**src/rtl/regfile_write_arbiter_pkg.sv**
```systemverilog
// Shared CPU definitions for the register-file write path.
// Holds the GPR geometry, the default debug starvation limit, and the
// types used between the arbiter, its write register and the scoreboard.
package regfile_write_arbiter_pkg;

    localparam int NUM_GPR            = 8;
    localparam int IDX_W              = 3;
    localparam int DATA_W             = 16;
    localparam int STARVE_W           = 3;
    localparam int DBG_STARVE_MAX_DEF = 4;

    typedef logic [IDX_W-1:0]  gpr_idx_t;
    typedef logic [DATA_W-1:0] gpr_data_t;

    // Registered register-file write port.
    typedef struct packed {
        logic      en;
        gpr_idx_t  idx;
        gpr_data_t data;
    } wr_req_t;

    // Source that won arbitration this cycle.
    typedef enum logic [1:0] {
        SRC_NONE,
        SRC_LD,
        SRC_EX,
        SRC_DBG
    } wr_src_e;

endpackage

```
**src/rtl/regfile_scoreboard.sv**
```systemverilog
// GPR pending-write scoreboard.
// Ports:
//   clk, rst_n          clock, synchronous active-low reset
//   set_en, set_idx     mark a GPR as having a write in flight (issue)
//   clr_en, clr_idx     retire a GPR's pending write (ld/ex writeback)
//   flush               drop every pending bit and ignore this cycle's set
//   rd_src_idx/dst_idx  decode operand indices, rd_rc selects constant bank
//   pending             one bit per GPR
//   hz_src, hz_dst      operand hazards, only meaningful for the GPR bank
module regfile_scoreboard
    import regfile_write_arbiter_pkg::*;
(
    input  logic               clk,
    input  logic               rst_n,
    input  logic               set_en,
    input  logic [IDX_W-1:0]   set_idx,
    input  logic               clr_en,
    input  logic [IDX_W-1:0]   clr_idx,
    input  logic               flush,
    input  logic [IDX_W-1:0]   rd_src_idx,
    input  logic [IDX_W-1:0]   rd_dst_idx,
    input  logic               rd_rc,
    output logic [NUM_GPR-1:0] pending,
    output logic               hz_src,
    output logic               hz_dst
);

    logic [NUM_GPR-1:0] set_mask, clr_mask;

    always_comb begin
        set_mask = '0;
        clr_mask = '0;
        if (set_en) set_mask[set_idx] = 1'b1;
        if (clr_en) clr_mask[clr_idx] = 1'b1;
    end

    // Set is applied after clear so a same-cycle issue to the register being
    // retired keeps it pending (the new instruction still owes a write).
    always_ff @(posedge clk) begin
        if (!rst_n || flush) pending <= '0;
        else                 pending <= (pending & ~clr_mask) | set_mask;
    end

    assign hz_src = pending[rd_src_idx] & ~rd_rc;
    assign hz_dst = pending[rd_dst_idx] & ~rd_rc;

endmodule

```
**src/rtl/regfile_write_arbiter.sv**
```systemverilog
// Register-file write arbiter.
// Three writers (load writeback, ALU writeback, debug loader) share the single
// GPR write port. Priority is ld > ex > dbg, except that debug is forced
// through after DBG_STARVE_MAX consecutive denied cycles. The winner is
// registered onto wr_en/wr_idx/wr_data one cycle later. A scoreboard tracks
// GPRs with writes in flight for decode hazard detection.
// Ports:
//   clk, rst_n                      clock, synchronous active-low reset
//   ld_*/ex_*/dbg_*                 valid/idx/data requests, ready = granted
//   iss_valid, iss_dst              issue of a GPR-writing instruction
//   flush                           pipeline flush
//   rd_src_idx, rd_dst_idx, rd_rc   decode operand lookup
//   hz_src, hz_dst                  operand hazards
//   wr_en, wr_idx, wr_data          registered register-file write port
//   pending                         scoreboard contents
module regfile_write_arbiter
    import regfile_write_arbiter_pkg::*;
#(
    parameter int DBG_STARVE_MAX = DBG_STARVE_MAX_DEF
) (
    input  logic               clk,
    input  logic               rst_n,
    input  logic               ld_valid,
    input  logic [IDX_W-1:0]   ld_idx,
    input  logic [DATA_W-1:0]  ld_data,
    output logic               ld_ready,
    input  logic               ex_valid,
    input  logic [IDX_W-1:0]   ex_idx,
    input  logic [DATA_W-1:0]  ex_data,
    output logic               ex_ready,
    input  logic               dbg_valid,
    input  logic [IDX_W-1:0]   dbg_idx,
    input  logic [DATA_W-1:0]  dbg_data,
    output logic               dbg_ready,
    input  logic               iss_valid,
    input  logic [IDX_W-1:0]   iss_dst,
    input  logic               flush,
    input  logic [IDX_W-1:0]   rd_src_idx,
    input  logic [IDX_W-1:0]   rd_dst_idx,
    input  logic               rd_rc,
    output logic               hz_src,
    output logic               hz_dst,
    output logic               wr_en,
    output logic [IDX_W-1:0]   wr_idx,
    output logic [DATA_W-1:0]  wr_data,
    output logic [NUM_GPR-1:0] pending
);

    logic [STARVE_W-1:0] starve_cnt;
    logic                dbg_force;
    wr_src_e             gnt_src;
    wr_req_t             wr_d, wr_q;

    // Compared at int width so a limit beyond the counter range never forces.
    assign dbg_force = dbg_valid && (int'(starve_cnt) == DBG_STARVE_MAX);

    // Readies are gated by rst_n so nothing is granted while in reset.
    // ex is squashed on flush: the flushed instruction must not retire.
    always_comb begin
        gnt_src = SRC_NONE;
        if (rst_n) begin
            if (dbg_force)             gnt_src = SRC_DBG;
            else if (ld_valid)         gnt_src = SRC_LD;
            else if (ex_valid && !flush) gnt_src = SRC_EX;
            else if (dbg_valid)        gnt_src = SRC_DBG;
        end
    end

    assign ld_ready  = (gnt_src == SRC_LD);
    assign ex_ready  = (gnt_src == SRC_EX);
    assign dbg_ready = (gnt_src == SRC_DBG);

    // idx/data hold their last value when idle; only wr_en drops.
    always_comb begin
        wr_d    = wr_q;
        wr_d.en = 1'b0;
        case (gnt_src)
            SRC_LD:  wr_d = '{en: 1'b1, idx: ld_idx,  data: ld_data};
            SRC_EX:  wr_d = '{en: 1'b1, idx: ex_idx,  data: ex_data};
            SRC_DBG: wr_d = '{en: 1'b1, idx: dbg_idx, data: dbg_data};
            default: ;
        endcase
    end

    always_ff @(posedge clk) begin
        if (!rst_n) wr_q <= '0;
        else        wr_q <= wr_d;
    end

    assign wr_en   = wr_q.en;
    assign wr_idx  = wr_q.idx;
    assign wr_data = wr_q.data;

    // Saturating count of consecutive cycles debug waited and lost.
    always_ff @(posedge clk) begin
        if (!rst_n || flush) begin
            starve_cnt <= '0;
        end else if (dbg_valid && !dbg_ready) begin
            if (starve_cnt != '1) starve_cnt <= starve_cnt + 1'b1;
        end else begin
            starve_cnt <= '0;
        end
    end

    // Only architectural writebacks retire scoreboard entries; debug writes
    // are outside the instruction stream.
    regfile_scoreboard u_sb (
        .clk        (clk),
        .rst_n      (rst_n),
        .set_en     (iss_valid),
        .set_idx    (iss_dst),
        .clr_en     (ld_ready | ex_ready),
        .clr_idx    (ld_ready ? ld_idx : ex_idx),
        .flush      (flush),
        .rd_src_idx (rd_src_idx),
        .rd_dst_idx (rd_dst_idx),
        .rd_rc      (rd_rc),
        .pending    (pending),
        .hz_src     (hz_src),
        .hz_dst     (hz_dst)
    );

endmodule

```
**config.mk**
```make
export PLATFORM = sky130hd
export DESIGN_NAME = regfile_write_arbiter
export DESIGN_NICKNAME = d
export VERILOG_FILES = /design/src/rtl/regfile_write_arbiter_pkg.sv /design/src/rtl/regfile_scoreboard.sv /design/src/rtl/regfile_write_arbiter.sv
export SDC_FILE = /design/constraint.sdc
export NUM_CORES = 1
export LEC_CHECK = 0
export BUFFER_PORTS_ARGS = -buffer_cell sky130_fd_sc_hd__buf_2
export CAP_MARGIN = 20
export CORE_ASPECT_RATIO = 1.75
export CORE_MARGIN = 5
export CORE_UTILIZATION = 35
export DETAILED_ROUTE_END_ITERATION = 8
export PLACE_DENSITY_LB_ADDON = 0.3
export RECOVER_POWER = 50
export SLEW_MARGIN = 40
export SYNTH_ARGS = -nofsm -noshare
export SYNTH_HDL_FRONTEND = slang
export SYNTH_SLANG_ARGS = --single-unit
export TNS_END_PERCENT = 1
```
**constraint.sdc**
```tcl
create_clock -name clk -period 2.21 [get_ports clk]
set_clock_uncertainty 0.15 [all_clocks]
set_input_delay 0.3315 -clock clk [delete_from_list [all_inputs] [get_ports clk]]
set_output_delay 0.3315 -clock clk [all_outputs]
set_load 0.02 [all_outputs]
```
* Yosys cells after proc, flatten, opt, wreduce, memory -nomap -nowiden
Index checks and enable logic that the tools add are counted.
Operators by class: reduce and logical (&&, ||, !) cells 11, add/subtract/negate cells 1, muxes and demuxes 17, bitwise gates (word level) 8, magnitude comparators 6, equality and inequality tests 5
Operator list (number):
- $pmux W20 S3 | 1
- $lt A3 B4 Y1 const B | 4
- $mux W8 | 2
- $mux W2 | 5
- $and A8 B8 Y8 | 1
- $not A8 Y8 | 1
- $or A8 B8 Y8 | 1
- $bmux W1 S3 | 2
- $demux W1 S3 | 2
- $ge A3 B1 Y1 const B | 2
- $logic_and A1 B1 Y1 | 5
- $eq A2 B2 Y1 const B | 2
- $mux W1 | 4
- $add A3 B1 Y3 const B | 1
- $eq A3 B3 Y1 const B | 1
- $logic_not A1 Y1 | 3
- $mux W3 | 1
- $ne A3 B3 Y1 const B | 1
- $reduce_bool A3 Y1 | 1
- $and A1 B1 Y1 | 2
- $eq A2 B1 Y1 const B | 1
- $not A1 Y1 | 2
- $reduce_or A2 Y1 | 1
- $logic_or A1 B1 Y1 | 1
- $or A1 B1 Y1 | 1
Word-level totals: bits in registers 31, input bits 74, word-level logic and storage cells 53

* Logic depth before layout (Yosys ltp)
Gate-level depths: netlist of run 1.
word-level depth 16, depth in mapped cells 11

* Modules after synthesis
A second synthesis of run 1 with hierarchy kept.
Second synthesis, totals: cells, all modules 201, area total of the unflattened synthesis 1994.4 um^2
By module, submodules not included:
- regfile_write_arbiter | area an instance 1505.2 um^2, sequential area each 460.4 um^2, instances 1, cells an instance 142
- regfile_scoreboard | area an instance 489.2 um^2, sequential area each 160.2 um^2, instances 1, cells an instance 59

* Least setup slack after synthesis of run 1
OpenSTA, ideal clock, no wires.
path kind reg2reg, start point register starve_cnt[0], end point register u_sb.pending[0], cell stages (with the launch flop) 11, library setup time 0.117 ns, period minus slack after synthesis 2.258 ns, slack -0.048 ns, data required time 1.943 ns, arrival 1.991 ns, path buffers 1, path through dfxtp_1 > inv_1 > ha_1 > nand2_1 > nor2_1 > o21ai_0 > ha_1 > buf_6 > mux2i_4 > o211ai_1 > a32o_1
On the way: cells in the longest elaborated chain, start to end 14, elaborated cells on any way between the ends 17, classes of those cells order compare (2); eq/ne (3); mux (6); bitwise (4); reduce/logical (2)
Ends and longest elaborated chain:
- start: declaration | line regfile_write_arbiter.sv:49 | logic [STARVE_W-1:0] starve_cnt;
- start signal: assignment | line regfile_write_arbiter.sv:99 | if (starve_cnt != '1) starve_cnt <= starve_cnt + 1'b1;
- $eq A3 B3 Y1 * | line regfile_write_arbiter.sv:55 | assign dbg_force = dbg_valid && (int'(starve_cnt) == DBG_STARVE_MAX);
- $logic_and A1 B1 Y1 * | line regfile_write_arbiter.sv:55
- $mux W2 * | line regfile_write_arbiter.sv:62 | if (dbg_force) gnt_src = SRC_DBG;
- $mux W2 * | line regfile_write_arbiter.sv:61 | if (rst_n) begin
- $eq A2 B1 Y1 * | line regfile_write_arbiter.sv:69 | assign ld_ready = (gnt_src == SRC_LD);
- net ld_ready | line regfile_write_arbiter.sv:26 | output logic ld_ready,
- $mux W3 | line regfile_write_arbiter.sv:113 | .clr_idx (ld_ready ? ld_idx : ex_idx),
- $lt A3 B4 Y1 (not written as such) / $ge A3 B1 Y1 (equally long branches) | line regfile_scoreboard.sv:34 | if (clr_en) clr_mask[clr_idx] = 1'b1;
- $logic_and A1 B1 Y1 (not written as such) | line regfile_scoreboard.sv:34
- $mux W1 (not written as such) | line regfile_scoreboard.sv:34
- $demux W1 S3
- $mux W8 * | line regfile_scoreboard.sv:34
- $not A8 Y8 * | line regfile_scoreboard.sv:41 | else pending <= (pending & ~clr_mask) | set_mask;
- $and A8 B8 Y8 * | line regfile_scoreboard.sv:41
- $or A8 B8 Y8 * | line regfile_scoreboard.sv:41
- end signal: assignment | line regfile_scoreboard.sv:41
- end: declaration | line regfile_scoreboard.sv:23 | output logic [NUM_GPR-1:0] pending,
The timed path passes the listed nets; every way through them passes the cells marked *. A chain may end at the register's enable or synchronous reset.

* Worst setup path after layout of run 1
start point register starve_cnt[0], end point register u_sb.pending[7]
On the way: cells in the longest elaborated chain, start to end 14, elaborated cells on any way between the ends 17, classes of those cells order compare (2); eq/ne (3); mux (6); bitwise (4); reduce/logical (2)
Ends and longest elaborated chain (line):
- $eq A3 B3 Y1 * | regfile_write_arbiter.sv:55
- $logic_and A1 B1 Y1 * | regfile_write_arbiter.sv:55
- $mux W2 * | regfile_write_arbiter.sv:62
- $mux W2 * | regfile_write_arbiter.sv:61
- $eq A2 B1 Y1 | regfile_write_arbiter.sv:69
- $mux W3 | regfile_write_arbiter.sv:113
- $lt A3 B4 Y1 (not written as such) / $ge A3 B1 Y1 (equally long branches) | regfile_scoreboard.sv:34
- $logic_and A1 B1 Y1 (not written as such) | regfile_scoreboard.sv:34
- $mux W1 (not written as such) | regfile_scoreboard.sv:34
- $demux W1 S3
- $mux W8 * | regfile_scoreboard.sv:34
- $not A8 Y8 * | regfile_scoreboard.sv:41
- $and A8 B8 Y8 * | regfile_scoreboard.sv:41
- $or A8 B8 Y8 * | regfile_scoreboard.sv:41
Every way passes the cells marked *; elsewhere a longest branch is shown, timed or not.

==> results of run 1 <==
==> layer usage <==
metal | vias up | GRT usage, % | share of wire, %
li1 | 992 | - | -
met2 | 80 | 31.7 | 53
met5 | - | 0 | 0
met3 | 8 | 5.22 | 8.5
met1 | 941 | 17.3 | 36
met4 | 0 | 6.81 | 2.0
==> worst paths after layout <==
kind / depth (start not counted) / slack [ns] / to
min: 3 / 0.23 / wr_idx[0]
max: 11 / 0.00008 / u_sb.pending[7]
max reg2reg: 11 / 0.00008 / u_sb.pending[7]
min reg2reg: 2 / 0.37 / wr_idx[0]
==> cells by family after synthesis <==
family	after synthesis	share of synthesized area, %
AO/OA/AOI/OAI	65	27.5
XOR/XNOR	1	0.479
adder cells (fa/ha/maj)	7	4.79
buffers and inverters	21	6.36
flip-flops	31	33.9
multiplexers	10	7.80
AND/OR/NAND/NOR	64	19.1
==> flip-flops by register name, indices dropped and copies added (netlist names) <==
name          flops
wr_en             1
u_sb.pending      8
wr_idx            3
wr_data          16
starve_cnt        3
==> worst max-delay path, delay by kind of cell (launching register included) <==
kind,cells,cell delay [ns]
AOI/OAI and AO/OA,4,0.67
adders and majority gates,2,0.32
buffers and inverters,3,0.31
DFF,1,0.33
and+or+nand+nor,2,0.31
==> cells in the final DEF, fill, tap and decap left out, types with 6 or more instances in the layout <==
master,synthesis,routed
a222oi_1,19,19
a32o_1,8,8
and2_1,19,19
buf_2,7,77
buf_4,0,13
clkbuf_1,3,27
clkbuf_8,0,7
dfxtp_1,31,29
mux2i_1,6,6
nand2_1,20,19
nor2_1,9,8
o211ai_1,8,8
o21ai_0,11,8
o21ai_1,10,12
==> final cells by class <==
class                   count  area (µm²)
fillers                   492        2290
multi-input cells         147        1190
repair buffers            124         722
flip-flops and latches     31         623
clock buffers               8         100
well taps                  54        67.6
inverters                   6        22.5
==> power breakdown <==
part,switching [mW],total [mW],internal [mW]
sequential,0.0122,0.594,0.582
clock,0.206,0.490,0.284
combinational,0.190,0.371,0.181
total,0.408,1.46,1.05
==> timing repair <==
action	in CTS	in global routing
endpoints found under the setup margin	10	21
hold buffers	0	0
resized for setup	18	20
pin swaps	6	16
setup buffers	5	1
==> metrics by stage <==
stage | cell area [µm²] | TNS [ns] | std cells | hold WS, ns
5_1_grt | 2730 | -0.679 | 370 | 0.232
4_1_cts | 2670 | 0 | 369 | 0.223
6_report | 2730 | 0 | 370 | 0.232
3_5_place_dp | 2460 | -1.09 | 356 | 0.352
2_1_floorplan | 1830 | 0 | 199 | 0.303
3_3_place_gp | 2460 | -0.537 | 356 | 0.339
==> out/metrics.cfg, run 1 <==
[drt]
drt-initial-drc-count=118
dr.pass1.iters=8
drc_errors=0
num_vias=2021
routed_wirelength_um=5800
avgViaCountPerCell=5.46
ant_nets=0
wl_per_cell_um=15.7

[setup_path]
crit_chain=inv_2 > ha_4 > nand2_4 > a21oi_4 > o21a_4 > ha_4 > buf_8 > buf_4 > and3b_1 > o211ai_1 > a32o_1
reg2reg_from=starve_cnt[0]
crit_top_cell=ha_4
start_kind=flop
worstPathMaxFanout=7
path_class=flop to flop
slowest_stage=dfxtp_2
crit_path_max_incr_delay_ns=0.33
critPathLaunch=starve_cnt[0]
end_kind=flop
arrival_ns=2.23
worstPathRequired_ns=2.23

[clocking]
htree_num_levels=2
clock_latency_ns=0.28
cts_root_buffer=clkbuf_8
clk_path_buf_depth=2
cts_sinks=31
path_clk_slew_ns=0.06
cts_tree=done
numCtsBuffers=5

[final_layout]
num-nets-final=396
post-route-util_pct=54.4
syn_to_final_growth_pct=49.3
antenna_cells=0
drive_gt1_share_pct=40.5

[floorplanning]
die_area_um2=6830
start_util_pct=36.4
die_x_um=64.6
io_pins=107
fp.dieH_um=106
num_rows=34
fp.coreArea_um2=5020

[timing]
final.period_utilization_pct=100
hold_viol=0
setup_slack_ns=0.0000764
fmax_mhz=453
worst_slew_margin_rel_pct=64.9
fin_crit_ns=2.21
finalSetupViolations=0
rsz0062_at_grt=yes
worst_pin_slew_ns=0.525
slew_viol_final=0

[synthesis]
synth_common_cells=dfxtp_1, nand2_1, a222oi_1, and2_1, o21ai_0
synth_top_area_cell=dfxtp_1
synth_most_common_cell=dfxtp_1
async_reset_ff_share_pct=0
netlist_area_um2=1830
syn_avg_cell_area_um2=9.19
synth_warnings=0
synth_nets=280
ys_ff_latch=31
yosysTopAreaCellShare_pct=33.9
synth_cells=199
synth_edf_count=0
ys.flop_type=dfxtp_1
synth.yosys.seq_area_share_pct=33.9
ys_top_cells_by_area=dfxtp_1, a222oi_1, and2_1, ha_1, a32o_1
synth_cell_types=34

[power]
power_leakage_nw=1.18
peakVddDrop_mv=0.316
power_mw=1.46
power_density_nw_per_um2=533

[worst_hold_path]
hp-class=input port to flop
hp-start=dbg_idx[0]

[status]
status=finished clean

[global_route]
grtUsageTotal_pct=17.1
grt_start_max_net_pins=39
grt_pass1_wl_um=9260
first_global_vias=2055
grt-ovfl-total=0
antenna_found_initial=0

[placed_design]
portBuffers=106
pre_cts_ws_ns=-0.162
dp_hpwl_um=4360
globalplace.congestion=0.799

[flow_run]
cap_violations=0

Note: power is estimated with default switching activity, not from simulation.
==> inputs of run 2 (changes only) <==
==> constraint.sdc (replaced) <==
create_clock -name clk -period 2.48 [get_ports clk]
set_clock_uncertainty 0.15 [all_clocks]
set_input_delay 0.372 -clock clk [delete_from_list [all_inputs] [get_ports clk]]
set_output_delay 0.372 -clock clk [all_outputs]
set_load 0.005 [all_outputs]
==> run 2 against run 1 <==
  * Largest cell class unchanged
  * Sequential share of layout area grew 2.3 points
  * Highest routed layer unchanged
  * Worst hold slack improved by 0.056 ns
  * Critical path depth down 3
  * Via count fell by 3.4%
==> out/metrics.cfg, run 2 (synthesis results as in run 1) <==
[global_route]
first_global_vias=1984  ; -3.5%
antenna_found_initial=0  ; unchanged
grt-ovfl-total=0  ; unchanged
grt_start_max_net_pins=39  ; unchanged
grtUsageTotal_pct=16.5  ; -0.59 points
grt_pass1_wl_um=8990  ; -2.9%

[setup_path]
worstPathMaxFanout=8  ; +1
reg2reg_from=starve_cnt[0]
r2r_slack_ns=0.17  ; +0.17 ns
worstPathRequired_ns=1.96  ; -0.27 ns
end_kind=primary output
r2r_cells=10  ; -1
start_kind=flop
arrival_ns=1.87  ; -0.36 ns
path_class=flop to primary output
r2r_end=u_sb.pending[4]

[clocking]
clock_latency_ns=0.27  ; about the same
numCtsBuffers=5  ; unchanged
clk_path_buf_depth=2  ; unchanged
path_clk_slew_ns=0.06  ; about the same
htree_num_levels=2  ; unchanged
holdBufCountCts=0  ; unchanged
post_cts_buffers=0  ; -5
cts_tree=done
cts_root_buffer=clkbuf_8
cts_sinks=31  ; unchanged

[final_layout]
num-nets-final=386  ; -2.5%
largest_reg_flops=16  ; unchanged
layout_commonest_cell=buf_2
layout.cells.non_filler=358  ; -3.2%
final_cell_mix=buf_2, dfxtp_1, clkbuf_1
nFillCells=526  ; +6.9%
drive_gt1_share_pct=34.9  ; -5.6 points
syn_to_final_growth_pct=35.2
antenna_cells=0  ; unchanged

[drt]
routed_wirelength_um=5510  ; -4.9%
wl_per_cell_um=15.4  ; -1.7%
num_vias=1952  ; -3.4%
avgViaCountPerCell=5.45  ; -0.18%
drc_errors=0  ; unchanged
ant_nets=0  ; unchanged
dr.pass1.iters=4  ; -4
drt-initial-drc-count=90  ; -24%

[floorplanning]
num_rows=34  ; unchanged
start_util_pct=36.4  ; unchanged
fp.dieH_um=106  ; unchanged
io_pins=107  ; unchanged
die_x_um=64.6  ; unchanged
fp.coreArea_um2=5020  ; unchanged
die_area_um2=6830  ; unchanged

[placed_design]
dp_cells=352  ; -1.1%
globalplace.congestion=0.703  ; -12%
portBuffers=106  ; unchanged
pre_cts_ws_ns=0.0361  ; +0.198 ns
dp_hpwl_um=4340  ; -0.40%

[timing]
finalSetupViolations=0  ; unchanged
fmax_mhz=418
final.period_utilization_pct=96.4
fin_crit_ns=2.39
slew_viol_final=0  ; unchanged
tns_ns=0  ; unchanged
hold-worst-slack_ns=0.288  ; +0.0564 ns
worst_slew_margin_rel_pct=65.8  ; +0.91 points
rsz0062_at_grt=yes
worst_pin_slew_ns=0.511  ; -0.0136 ns
setup_slack_ns=0.0901  ; +0.0900 ns
hold_viol=0  ; unchanged

[worst_hold_path]
hold_end=starve_cnt[1]
hp-class=input port to flop
hp-start=dbg_valid
min_path_cells=3  ; unchanged

[flow_run]
cap_violations=0  ; unchanged

[power]
power_density_nw_per_um2=462  ; -13%
power_leakage_nw=1.10  ; -6.2%
peakVddDrop_mv=0.315  ; -0.48%

[status]
status=finished clean

-- run 2: cell types whose count changed in the layout (fill, tap and decap cells not counted), moves of 3 or more --
cell,delta
buf_4,-7
clkbuf_1,-5
ha_1,+5
ha_4,-3
buf_2,+7
buf_12,-3
-- run 2: per-layer routing --
metal  up-vias  track usage [%]  part of all wire [%]
li1        965                -                     -
met1       904             17.3                    36
met2        75             29.2                    53
met3         8             5.86                   8.7
met4         0             6.81                   2.2
met5         -                0                     0
-- run 2: critical path, stage by stage, from the launching register on --
cell,delay [ns]
dfxtp_1,0.37
inv_1,0.06
ha_1,0.20
nand2_1,0.09
a21oi_1,0.08
o21ai_0,0.26
ha_1,0.24
buf_4,0.16
buf_2,0.12
-- run 2: power by group --
part | leakage, nW | switching (mW) | internal (mW)
Sequential | 0.252 | 0.0108 | 0.519
Clock | 0.0371 | 0.171 | 0.187
Combinational | 0.815 | 0.126 | 0.129
-- run 2: worst max-delay path by stage --
stage | startpoint | end | cells past startpoint
finish | starve_cnt[0] | ex_ready | 8
global route | starve_cnt[0] | ex_ready | 8
detailed placement | ex_valid | u_sb.pending[6] | 9
floorplan | ex_valid | u_sb.pending[0] | 8
global placement | ex_valid | u_sb.pending[0] | 9
CTS | starve_cnt[0] | ld_ready | 8
-- run 2: cell type report --
class | count | area (µm²) | share of cell area [%]
tap | 54 | 67.6 | 2.73
inverter | 6 | 22.5 | 0.911
timing repair buffer | 114 | 588 | 23.8
clock buffer | 6 | 72.6 | 2.94
multi-input combinational | 147 | 1100 | 44.5
sequential | 31 | 621 | 25.1
-- run 2: what timing repair did --
| action | CTS | global route |
|---|---|---|
| setup endpoints to repair | 0 | 8 |
| gates resized for setup | 0 | 3 |
| endpoints found under the hold margin | 0 | 0 |
-- run 2: stage by stage --
stage | cell area [µm²] | power [mW] | utilization (%)
6_report | 2470 | 1.14 | 49.3
3_3_place_gp | 2420 | 0.797 | 48.2
2_1_floorplan | 1830 | 0.676 | -
4_1_cts | 2490 | 1.16 | 49.6
3_5_place_dp | 2420 | 0.801 | 48.2
5_1_grt | 2470 | 1.21 | 49.3
==> inputs of run 3 (changes only) <==
Settings changed: CAP_MARGIN 20 to 5, CELL_PAD_IN_SITES_DETAIL_PLACEMENT set to 1, CELL_PAD_IN_SITES_GLOBAL_PLACEMENT set to 1, CORE_UTILIZATION 35 to 31, REMOVE_ABC_BUFFERS set to 1.
==> run 3 against run 2 <==
  * Clock power rose by 4%
  * Wire length rose by 11%
  * Combinational power barely moved
  * Worst hold slack got worse by 0.024 ns
  * Register-to-register slack got worse by 0.04 ns
  * Worst setup slack got worse by 0.045 ns
  * Sequential share of layout area fell by 0.26 points
  * First-iteration DRC count fell by 1.1%
  * Global-route usage rose by 1.1 points
  * Non-clock buffer count fell by 3
  * Sequential power barely moved
  * Critical endpoint is now dbg_ready
==> out/metrics.cfg, run 3 (synthesis results as in run 1) <==
[status]
status=finished clean

[setup_path]
reg2reg_from=starve_cnt[0]
worstPathMaxFanout=21  ; +13
r2r_slack_ns=0.13  ; -0.04 ns
crit_buf_inv=2  ; -1
worstPathRequired_ns=1.96  ; about the same
cp.depth=7  ; -1
crit_path_max_incr_delay_ns=0.46  ; +0.09 ns
path_class=flop to primary output
cp_top_family=adder cells
crit_chain=inv_1 > ha_1 > nand2_1 > a21oi_1 > o21a_1 > ha_2 > buf_2
slowest_stage=ha_2
start_kind=flop
arrival_ns=1.91  ; +0.04 ns
r2r_end=u_sb.pending[2]
end_kind=primary output
r2r_cells=10  ; unchanged

[placed_design]
globalplace.congestion=0.709  ; +0.84%
dp_hpwl_um=4880  ; +12%
portBuffers=106  ; unchanged
pre_cts_ws_ns=-0.0538  ; -0.0899 ns

[drt]
routed_wirelength_um=6120  ; +11%
ant_nets=0  ; unchanged
drt-initial-drc-count=89  ; -1.1%
drc_errors=0  ; unchanged
wl_per_cell_um=16.2  ; +4.9%
num_vias=1986  ; +1.7%
avgViaCountPerCell=5.24  ; -3.9%
dr.pass1.iters=6  ; +2

[final_layout]
num-nets-final=383  ; -0.78%
layout_commonest_cell=buf_2
syn_to_final_growth_pct=36.7
final_cell_mix=buf_2, dfxtp_1, nand2_1
multi_input_area_um2=1100  ; -0.23%
post-route-util_pct=42.8  ; -6.4 points
largest_reg_flops=16  ; unchanged
antenna_cells=0  ; unchanged
seq_area_um2=621  ; unchanged
drive_gt1_share_pct=36.5  ; +1.7 points
nFillCells=777  ; +48%

[floorplanning]
io_pins=107  ; unchanged
start_util_pct=31.3  ; -5.1 points
num_rows=37  ; +8.8%
die_area_um2=7590  ; +11%
fp.coreArea_um2=5830  ; +16%
fp.dieH_um=112  ; +5.7%
die_x_um=68.1  ; +5.3%

[flow_run]
cap_violations=0  ; unchanged

[clocking]
cts_tree=done
post_cts_buffers=0  ; unchanged
ctsResizeCount=2  ; +2
htree_num_levels=2  ; unchanged
cts_sinks=31  ; unchanged
numCtsBuffers=5  ; unchanged
clk_path_buf_depth=2  ; unchanged
clock_latency_ns=0.29  ; +0.02 ns
path_clk_slew_ns=0.06  ; about the same
cts_root_buffer=clkbuf_8
holdBufCountCts=0  ; unchanged

[timing]
setup_slack_ns=0.0449  ; -0.0452 ns
fmax_mhz=411  ; -1.9%
worst_slew_margin_rel_pct=53.9  ; -12 points
fin_crit_ns=2.44  ; +0.0452 ns
finalSetupViolations=0  ; unchanged
worst_pin_slew_ns=0.690  ; +0.178 ns
slew_viol_final=0  ; unchanged
hold_viol=0  ; unchanged
rsz0062_at_grt=yes
tns_ns=0  ; unchanged
hold-worst-slack_ns=0.264  ; -0.0244 ns
final.period_utilization_pct=98.2  ; +1.8 points

[power]
peakVddDrop_mv=0.374  ; +19%
power_density_nw_per_um2=465  ; +0.52%
power_leakage_nw=1.12  ; +1.1%

[global_route]
grtUsageMet2_pct=32.9  ; +3.7 points
antenna_found_initial=0  ; unchanged
grt_busiest_layer=met2
grtUsageTotal_pct=17.6  ; +1.1 points
first_global_vias=2190  ; +10%
grt_pass1_wl_um=10200  ; +14%
grt_start_max_net_pins=39  ; unchanged
use_met1_pct=16.8  ; -0.53 points
grtUsageMet3_pct=5.85  ; about the same
grt-ovfl-total=0  ; unchanged

[worst_hold_path]
min_path_cells=3  ; unchanged
hp-start=dbg_idx[0]
hp-class=input port to flop
hold_end=wr_idx[0]

-- run 3: cell count changes in the layout (fill, tap and decap cells not counted) --
cell / previous run / this run
ha_2: 0 / 1
o21ai_1: 11 / 12
buf_2: 84 / 91
ha_1: 7 / 6
o21ai_0: 10 / 9
clkbuf_1: 22 / 16
buf_12: 2 / 3
buf_1: 1 / 0
nor3b_1: 1 / 2
buf_4: 6 / 2
nor3b_2: 3 / 2
-- run 3: how the worst max path moves through the flow --
stage,from,to,slack (ns)
after floorplan,ex_valid,u_sb.pending[0],-0.13
after global placement,ex_valid,u_sb.pending[2],0.04
after detailed placement,ex_valid,u_sb.pending[2],-0.05
after CTS,starve_cnt[0],dbg_ready,0.01
after global routing,starve_cnt[0],dbg_ready,-0.1
final,starve_cnt[0],dbg_ready,0.04
-- run 3: final cells by class --
cell class	count	area share [%]
multi-input cells	147	44.0
flip-flops and latches	31	24.8
repair buffers	111	23.5
well taps	78	3.91
clock buffers	6	2.90
inverters	6	0.901
-- run 3: through the flow --
step	cells	instance area, µm²	total power [mW]
after floorplan	184	1730	0.660
after detailed placement	373	2440	0.806
after CTS	379	2510	1.19
after global routing	379	2500	1.24
final	379	2500	1.16
after global placement	373	2440	0.799
-- run 3: worst min-delay path: stages --
cell and delay (ns):
buf_2 0.08, a222oi_1 0.07, a21oi_1 0.14
-- run 3: where the power goes --
part | internal, mW | switching (mW)
Sequential | 0.519 | 0.0112
Combinational | 0.130 | 0.129
Clock | 0.187 | 0.185
Total | 0.835 | 0.325
-- run 3: per-layer routing --
layer  share of wire (%)  routed length [µm]
met1                  33                2010
met2                  56                3450
met3                 9.2                 563
met4                 1.7                 104
met5                   0                   0
